## src/rtl/cpu_types_pkg.sv

```systemverilog
// Shared CPU datapath types, including the EX/MEM pipeline record.
package cpu_types_pkg;

    localparam int unsigned WORD_W = 32;
    localparam int unsigned REG_W  = 5;

    typedef logic [WORD_W-1:0] word_t;
    typedef logic [REG_W-1:0]  regbits_t;

    // Fields captured by the EX/MEM latch; an all-zero value is a bubble.
    typedef struct packed {
        logic     valid;
        logic     zero;
        logic     neg;
        logic     regwen;
        logic     dren;
        logic     dwen;
        word_t    alu_out;
        word_t    store_dat;
        word_t    pc;
        regbits_t wsel;
    } exmem_t;

    localparam exmem_t ExmemBubble = '0;

endpackage

```

## src/rtl/exmem_latch.sv

```systemverilog
// EX/MEM pipeline register with flush/stall control, a signed-overflow trap
// capture (first trap wins until acknowledged) and a sticky halt flag.
module exmem_latch
    import cpu_types_pkg::*;
#(
    parameter bit TRAP_EN = 1'b1
) (
    input  logic     CLK,
    input  logic     nRST,
    input  logic     ex_valid,
    input  word_t    alu_out,
    input  logic     alu_zero,
    input  logic     alu_neg,
    input  logic     alu_ovf,
    input  logic     ovf_chk,
    input  word_t    store_dat,
    input  regbits_t wsel,
    input  logic     regwen,
    input  logic     dren,
    input  logic     dwen,
    input  logic     halt,
    input  word_t    ex_pc,
    input  logic     stall,
    input  logic     flush,
    input  logic     exc_ack,
    output logic     mem_valid,
    output logic     mem_zero,
    output logic     mem_neg,
    output logic     mem_regwen,
    output logic     mem_dren,
    output logic     mem_dwen,
    output logic     mem_halt,
    output word_t    mem_alu_out,
    output word_t    mem_store_dat,
    output word_t    mem_pc,
    output regbits_t mem_wsel,
    output logic     exc_pending,
    output word_t    exc_pc
);

    exmem_t exmem_d, exmem_q;
    logic   halt_d, halt_q;
    logic   pend_d, pend_q;
    word_t  epc_d, epc_q;
    logic   load;
    logic   trap;

    always_comb begin
        exmem_d = exmem_q;
        halt_d  = halt_q;
        pend_d  = pend_q;
        epc_d   = epc_q;

        load = !flush && !stall;
        trap = TRAP_EN && load && ex_valid && ovf_chk && alu_ovf;

        if (flush) begin
            exmem_d = ExmemBubble;
        end else if (!stall) begin
            exmem_d.valid     = ex_valid;
            exmem_d.zero      = alu_zero;
            exmem_d.neg       = alu_neg;
            exmem_d.regwen    = ex_valid && regwen && (wsel != '0) && !trap;
            exmem_d.dren      = ex_valid && dren && !trap;
            exmem_d.dwen      = ex_valid && dwen && !trap;
            exmem_d.alu_out   = alu_out;
            exmem_d.store_dat = store_dat;
            exmem_d.pc        = ex_pc;
            exmem_d.wsel      = wsel;
        end

        if (load && ex_valid && halt) begin
            halt_d = 1'b1;
        end

        // A new trap overrides the recorded PC only when nothing is pending or
        // the pending one is being acknowledged on this same edge.
        if (trap) begin
            pend_d = 1'b1;
            if (!pend_q || exc_ack) begin
                epc_d = ex_pc;
            end
        end else if (exc_ack) begin
            pend_d = 1'b0;
        end
    end

    always_ff @(posedge CLK or negedge nRST) begin
        if (!nRST) begin
            exmem_q <= ExmemBubble;
        end else begin
            exmem_q <= exmem_d;
        end
    end

    always_ff @(posedge CLK or negedge nRST) begin
        if (!nRST) begin
            halt_q <= 1'b0;
            pend_q <= 1'b0;
            epc_q  <= '0;
        end else begin
            halt_q <= halt_d;
            pend_q <= pend_d;
            epc_q  <= epc_d;
        end
    end

    assign mem_valid     = exmem_q.valid;
    assign mem_zero      = exmem_q.zero;
    assign mem_neg       = exmem_q.neg;
    assign mem_regwen    = exmem_q.regwen;
    assign mem_dren      = exmem_q.dren;
    assign mem_dwen      = exmem_q.dwen;
    assign mem_alu_out   = exmem_q.alu_out;
    assign mem_store_dat = exmem_q.store_dat;
    assign mem_pc        = exmem_q.pc;
    assign mem_wsel      = exmem_q.wsel;
    assign mem_halt      = halt_q;
    assign exc_pending   = pend_q;
    assign exc_pc        = epc_q;

endmodule

```

## config.mk

```make
export PLATFORM = sky130hd
export DESIGN_NAME = exmem_latch
export DESIGN_NICKNAME = d
export VERILOG_FILES = /design/src/rtl/cpu_types_pkg.sv /design/src/rtl/exmem_latch.sv
export SDC_FILE = /design/constraint.sdc
export NUM_CORES = 1
export LEC_CHECK = 0
export CAP_MARGIN = 20
export CORE_MARGIN = 5
export CORE_UTILIZATION = 37
export DETAILED_ROUTE_END_ITERATION = 8
export GPL_ROUTABILITY_DRIVEN = 0
export PLACE_DENSITY = 0.73
export SYNTH_ARGS = -nofsm -noshare
export SYNTH_HDL_FRONTEND = slang
export SYNTH_SLANG_ARGS = --single-unit
export TNS_END_PERCENT = 1
```

## constraint.sdc

```tcl
create_clock -name CLK -period 2 [get_ports CLK]
set_input_delay 0.5 -clock CLK [delete_from_list [all_inputs] [get_ports CLK]]
set_output_delay 0.5 -clock CLK [all_outputs]
set_load 0.1 [all_outputs]
```

-- Word-level counts from Yosys, hierarchy flattened
Index checks and enable logic that the tools add are counted.
- mux-type cells: 4
- equal/unequal tests: 1
- reductions and logical operators: 20
- operator list (kind ; count):
    $mux 107 ; 2
    $logic_and 1x1->1 ; 12
    $reduce_bool 5->1 ; 1
    $logic_not 1->1 ; 4
    $mux 1 ; 2
    $ne 2x1->1 const B ; 1
    $reduce_and 2->1 ; 1
    $reduce_bool 2->1 ; 1
    $logic_or 1x1->1 ; 1
- bits of input ports: 115
- word-level logic and storage cells: 38
- register bits after elaboration: 141

-- Depth between registers and ports, before layout
Gate-level depths: netlist (run 1).
- depth after elaboration: 9
- mapped depth: 6
- gate-level depth less buffers: 3

-- Least setup slack after synthesis (run 1)
No wires, ideal clock.
- kind: reg2reg
- start point: register pend_q (netlist: exc_pending)
- end point: register epc_q[0] (netlist: exc_pc[0])
- cell stages (with the launch flop): 6
- library setup time: 0.128 ns
- setup slack: 0.035 ns
- data arrival time: 1.837 ns
- path through: dfrtp_1 > nand2b_1 > and4_1 > buf_4 > buf_6 > mux2_1
- longest elaborated chain between the ends: 3
- RTL lines (element ; RTL line ; RTL):
    from (decl) ; exmem_latch.sv:43 ; logic pend_d, pend_q;
    from (signal assigned) ; exmem_latch.sv:103 ; pend_q <= pend_d;
    $logic_not 1->1 ; exmem_latch.sv:80 ; if (!pend_q || exc_ack) begin
    $logic_or 1x1->1 ; exmem_latch.sv:80 ;
    $reduce_and 2->1 (no line) ; - ;
    to (signal assigned) ; exmem_latch.sv:104 ; epc_q <= epc_d;
    to (decl) ; exmem_latch.sv:44 ; word_t epc_d, epc_q;
No other way between the ends.
A chain may end at the register's enable or synchronous reset.

-- Worst setup path after layout (run 1)
- start point: input ex_valid
- end point: register epc_q[1] (netlist: exc_pc[1])
- longest elaborated chain between the ends: 4
- RTL lines (element ; RTL line ; RTL):
    from (decl) ; exmem_latch.sv:10 ; input logic ex_valid,
    $logic_and 1x1->1 (3 in series) ; exmem_latch.sv:55 ; trap = TRAP_EN && load && ex_valid && ovf_chk && alu_ovf;
    $reduce_and 2->1 (no line) ; - ;
No other way between the ends.

==> results of run 1 <==
==> worst min-delay path by stage <==
stage	start	to	slack, ps	cells past startpoint
floorplan	nRST	exc_pc[0]	200	0
global placement	nRST	mem_pc[14]	420	1
detailed placement	nRST	mem_pc[13]	420	1
CTS	stall	exc_pending	490	5
global route	exc_pc[10]	exc_pc[10]	500	1
finish	exc_pc[27]	exc_pc[27]	490	1
==> cell usage after synthesis <==
cell      number
mux2_1        30
a32o_1         1
buf_4          1
nor2b_1        1
clkbuf_1      11
buf_2         12
nor3b_4        1
a22o_1         2
a21o_1         1
mux2i_1      104
buf_6          4
nor2_1       105
mux2_2         2
and4_1         1
nand3_1        1
nand2_1        2
a21boi_0       1
nand2b_1       1
dfrtp_1      141
nor3_1         1
==> sequential cells by signal, summed over array words and instances (netlist names), 5 cells and up <==
register	flops
exc_pc	32
mem_wsel	5
mem_store_dat	32
mem_pc	32
mem_alu_out	32
==> area by class of cell <==
cell class,instances,area (um^2),share of cell area (%)
timing repair buffer,266,3640,36.8
sequential,141,3530,35.7
tap,184,230,2.33
clock buffer,21,470,4.76
multi-input combinational,254,1900,19.2
clock inverter,11,116,1.18
==> power groups by stage <==
| stage | sequential, uW | clock, uW | combinational (uW) |
|---|---|---|---|
| floorplan | 5330 | 0 | 372 |
| global placement | 3390 | 0 | 3670 |
| detailed placement | 3410 | 0 | 3710 |
| CTS | 3370 | 3170 | 3720 |
| global route | 3400 | 3300 | 3810 |
| finish | 3370 | 3100 | 3690 |
==> layer usage <==
| layer | up-vias | wire length [um] | GRT usage, % | part of all wire [%] |
|---|---|---|---|---|
| met2 | 197 | 8060 | 30.4 | 49 |
| li1 | 1940 | - | - | - |
| met5 | - | 0 | 0 | 0 |
| met4 | 0 | 363 | 7.68 | 2.2 |
| met1 | 2077 | 6340 | 22.2 | 38 |
| met3 | 25 | 1850 | 10.0 | 11 |
==> cell families (layout without fill, tap and decap cells) <==
| kind of cell | Yosys count | in the layout | share of synthesized area [%] |
|---|---|---|---|
| AO/OA/AOI/OAI | 5 | 5 | 0.763 |
| buffers and inverters | 28 | 298 | 2.76 |
| flip-flops | 141 | 141 | 63.3 |
| multiplexers | 136 | 136 | 25.1 |
| AND/OR/NAND/NOR | 113 | 113 | 8.10 |
==> stage by stage <==
stage	power, uW	cell area, um^2
after global placement	7070	9280
final	10200	9880
after global routing	10500	9880
after floorplan	5700	5580
after CTS	10300	9880
after detailed placement	7120	9280
==> what timing repair did <==
action                                 in CTS  in global routing
setup endpoints to repair                   0                  0
hold buffers                                1                  0
endpoints found under the hold margin      36                  0
==> out/qor.txt, run 1 <==
Run status = finished clean
Setup bufs post-CTS = 0
Wire length of the first global-routing pass = 26400 um
Vias in the first global route = 4728
Final wirelength = 16600 um
Vias per std cell = 4.83
WP data required = 2290 ps
Setup ws final = 223 ps
Period utilisation layout = 88.8%
Length in cells of the worst reg-to-reg path = 4
Starting Density = 38.1%
Synth cell types = 20
Setup crit start = ex_valid
Min Tclk post-route = 1780 ps
CP arrival = 2070 ps
Mapped Area = 5580 um^2
Logic gate share of total power = 36.3%
CP Max Fanout = 10
DP Worst Slack = -186 ps
Final setup TNS = 0 ps
CTS tree = built
Worst-Margin Slew = 579 ps
Clk sinks = 141
FF-to-FF End = exc_pc[1]
Commonest non-fill, non-tap cell in the layout = dfrtp_1
Yosys top cell area share = 63.3%
Final Net Count = 795
Final hold viol count = 0
Critical path depth = 5
Std-Cell Core Area = 14600 um^2
Ports = 256
Initial DRC count = 156
Slew Limit Fails = 0
Final Non-Filler Cells = 877
Skew final = 4.74 ps
CTS resizes = 0
Worst skew pair latency = 410 ps
Number of max-cap violations = 0
#FFs+latches synth = 141
Fin util = 67.4%
CP delay by family, top = buffers and inverters
Die Wd = 133 um
H-tree depth = 4
Final ANT Viol Nets = 0
Max Buffers Root-to-Sink = 2
Crit. End Element = register
Pwr dens = 1030 nW/um^2
Area growth from synthesis to layout = 77.1%
Synth Net Count = 538
Critical path's slowest cell = clkdlybuf4s50_1
I/O Buffers = 255
Placed Cells = 844
CP endpoint = exc_pc[1]
Delay of the slowest cell on the worst path = 490 ps
Hold Slack = 491 ps
P_int = 6200 uW
CTS buffer count = 17
CP Class = in -> reg
First-pass iteration count of the detailed router = 4
Clk slew on worst S/H paths = 60 ps
Initial antenna violation count = 0
Syn Area/Cell = 13.2 um^2
Top cell type by total area after synthesis = dfrtp_1
Leakage power = 0.00472 uW
RSZ-0062 raised after global routing = false
Sw power = 3960 uW
Residual DRC count = 0
Clock share of power = 30.5%
FP Rows = 44
Dpl hpwl = 12200 um
Synth warn = 0
Rel. slew slack = 61.4%
Total Routing Usage GR = 19.3%
Layout cells sized above 1 = 27.1%
Critical R2R Launch = exc_pending
Largest net degree at the start of global routing = 106
Wirelength per Cell = 18.9 um
Die height = 133 um
Final setup violation count = 0
Highest-count cells in the layout ignoring fill and taps = dfrtp_1, clkdlybuf4s50_1, buf_12, nor2_1, mux2i_1
Peak VDD IR = 0.000872 V
DIE AREA = 17600 um^2
Critical Path, Cell by Cell = clkdlybuf4s50_1 > nor3b_4 > and4_1 > buf_4 > mux2_1
CTS root buf = clkbuf_16
Vias = 4239
Fmax = 0.563 GHz
Gate Count Post-Synth = 423
Count of inserted antenna diode cells = 0
Grt total ovfl = 0
Crit path launch type = input port
Worst reg2reg setup slack = 470 ps
WP buf/inv = 2
Register area share after synthesis = 63.3%
Top cells by area, synth = dfrtp_1, mux2i_1, nor2_1
# fillers = 1040
HP Class = reg -> reg
Switching fraction of total power = 39.0%
Sequential share of power = 33.1%
Note: power is estimated with default switching activity, not from simulation.
==> run 2, diff against run 1 <==
Settings changed: GPL_TIMING_DRIVEN set to 1, SKIP_LAST_GASP set to 1.
==> results of run 2 <==
Same layout as run 1: the final DEF is identical, and so are final timing and power.
==> run 3, diff against run 2 <==
Settings changed: CTS_CLUSTER_DIAMETER set to 40, SKIP_CTS_REPAIR_TIMING set to 1.
==> out/qor.txt, run 3 (synthesis gave the netlist of run 1 again) <==
Run status = finished clean (unchanged)
GR Util met2 = 30.4% (about the same)
Number of max-cap violations = 0 (unchanged)
Vias in the first global route = 4735 (was 4728)
Slew Limit Fails = 0 (unchanged)
Length in cells of the worst reg-to-reg path = 4 (unchanged)
Busiest grt layer = met2 (unchanged)
CTS buffer count = 17 (unchanged)
Final wirelength = 16600 um (about the same)
Count of inserted antenna diode cells = 0 (unchanged)
Hold path cells = 1 (unchanged)
First-pass iteration count of the detailed router = 4 (unchanged)
CP Class = in -> reg (unchanged)
CTS root buf = clkbuf_16 (unchanged)
Fmax = 0.563 GHz (about the same)
H-tree depth = 4 (unchanged)
CP arrival = 2070 ps (about the same)
Residual DRC count = 0 (unchanged)
Vias = 4236 (was 4239)
Hold Slack = 491 ps (unchanged)
GR Util met3 = 10.0% (unchanged)
Grt total ovfl = 0 (unchanged)
CTS tree = built (unchanged)
DIE AREA = 17600 um^2 (unchanged)
Std-Cell Core Area = 14600 um^2 (unchanged)
Ports = 256 (unchanged)
Clk sinks = 141 (unchanged)
Rel. slew slack = 61.4% (about the same)
Leakage power = 0.00472 uW (unchanged)
Final ANT Viol Nets = 0 (unchanged)
Area growth from synthesis to layout = 77.1% (unchanged)
Critical path's slowest cell = clkdlybuf4s50_1 (unchanged)
I/O Buffers = 255 (unchanged)
Pwr dens = 1030 nW/um^2 (about the same)
Vias per std cell = 4.83 (about the same)
FF+latch area = 3530 um^2 (unchanged)
Die Wd = 133 um (unchanged)
FP Rows = 44 (unchanged)
Wirelength per Cell = 18.9 um (about the same)
Initial antenna violation count = 0 (unchanged)
Min Tclk post-route = 1780 ps (about the same)
WP data required = 2290 ps (about the same)
Dpl hpwl = 12200 um (unchanged)
Crit. End Element = register (unchanged)
Delay of the slowest cell on the worst path = 490 ps (about the same)
Clk slew on worst S/H paths = 60 ps (about the same)
Initial DRC count = 156 (unchanged)
Final setup violation count = 0 (unchanged)
Die height = 133 um (unchanged)
Highest-count cells in the layout ignoring fill and taps = dfrtp_1, clkdlybuf4s50_1, buf_12, nor2_1, mux2i_1 (unchanged)
Peak VDD IR = 0.000872 V (about the same)
Crit path launch type = input port (unchanged)
HP Class = reg -> reg (unchanged)
# fillers = 1040 (unchanged)
Starting Density = 38.1% (unchanged)
Worst skew pair latency = 410 ps (about the same)
Period utilisation layout = 88.9% (was 88.8%)
Tot Pwr = 10200 uW (about the same)
RSZ-0062 raised after global routing = false (unchanged)
Total Routing Usage GR = 19.2% (was 19.3%)
Critical Path, Cell by Cell = clkdlybuf4s50_1 > nor3b_4 > and4_1 > buf_4 > mux2_1 (unchanged)
Max Buffers Root-to-Sink = 2 (unchanged)
CP Max Fanout = 10 (unchanged)
Worst-Margin Slew = 580 ps (was 579 ps)
Largest net degree at the start of global routing = 106 (unchanged)
Final hold viol count = 0 (unchanged)
Multi-input gate area = 1900 um^2 (unchanged)
Wire length of the first global-routing pass = 26400 um (about the same)
Final Net Count = 795 (unchanged)
Skew final = 4.74 ps (unchanged)
Layout cells sized above 1 = 27.1% (unchanged)
Commonest non-fill, non-tap cell in the layout = dfrtp_1 (unchanged)
Met1 GRT Util = 22.0% (was 22.2%)
## run 3: routing by layer
layer	share of wire, %	vias up
met2	49	197
met3	11	25
met1	38	2074
met4	2.2	0
met5	0	-
li1	-	1940
## run 3: stage by stage
stage / util (%) / std cells / setup TNS, ps / worst slack, ps / instance area [um^2]
CTS: 67.4 / 876 / 0 / 258 / 9870
detailed placement: 63.4 / 844 / -5080 / -186 / 9280
global placement: 63.4 / 844 / -3120 / -107 / 9280
finish: 67.4 / 877 / 0 / 222 / 9880
floorplan: - / 423 / 0 / 35.4 / 5580
global route: 67.4 / 877 / 0 / 186 / 9880
## run 3: area by class of cell
cell class	instances	area share, %
Clock buffer	21	4.76
Clock inverter	11	1.18
Timing Repair Buffer	266	36.8
Tap cell	184	2.33
Multi-Input combinational cell	254	19.2
Sequential cell	141	35.7
## run 3: path summary, 6_finish.rpt
check                            start               to  slack (ps)
setup / recovery              ex_valid        exc_pc[1]         220
hold / removal              exc_pc[27]       exc_pc[27]         490
setup reg to reg           exc_pending        exc_pc[1]         470
hold reg to reg             exc_pc[27]       exc_pc[27]         490
max in group asynchronous         nRST  mem_alu_out[31]         760
min in group asynchronous         nRST       mem_pc[13]         560
## run 3: critical path, delay by kind of cell
family,cells,cell delay [ps]
buffers and inverters,2,710
muxes,1,350
and+or+nand+nor,2,500
## run 3: where the power goes
group | switching (uW) | internal (uW) | leakage, uW
Combinational | 2550 | 1150 | 0.00260
Sequential | 237 | 3130 | 0.00184
Clock | 1180 | 1920 | 0.000285
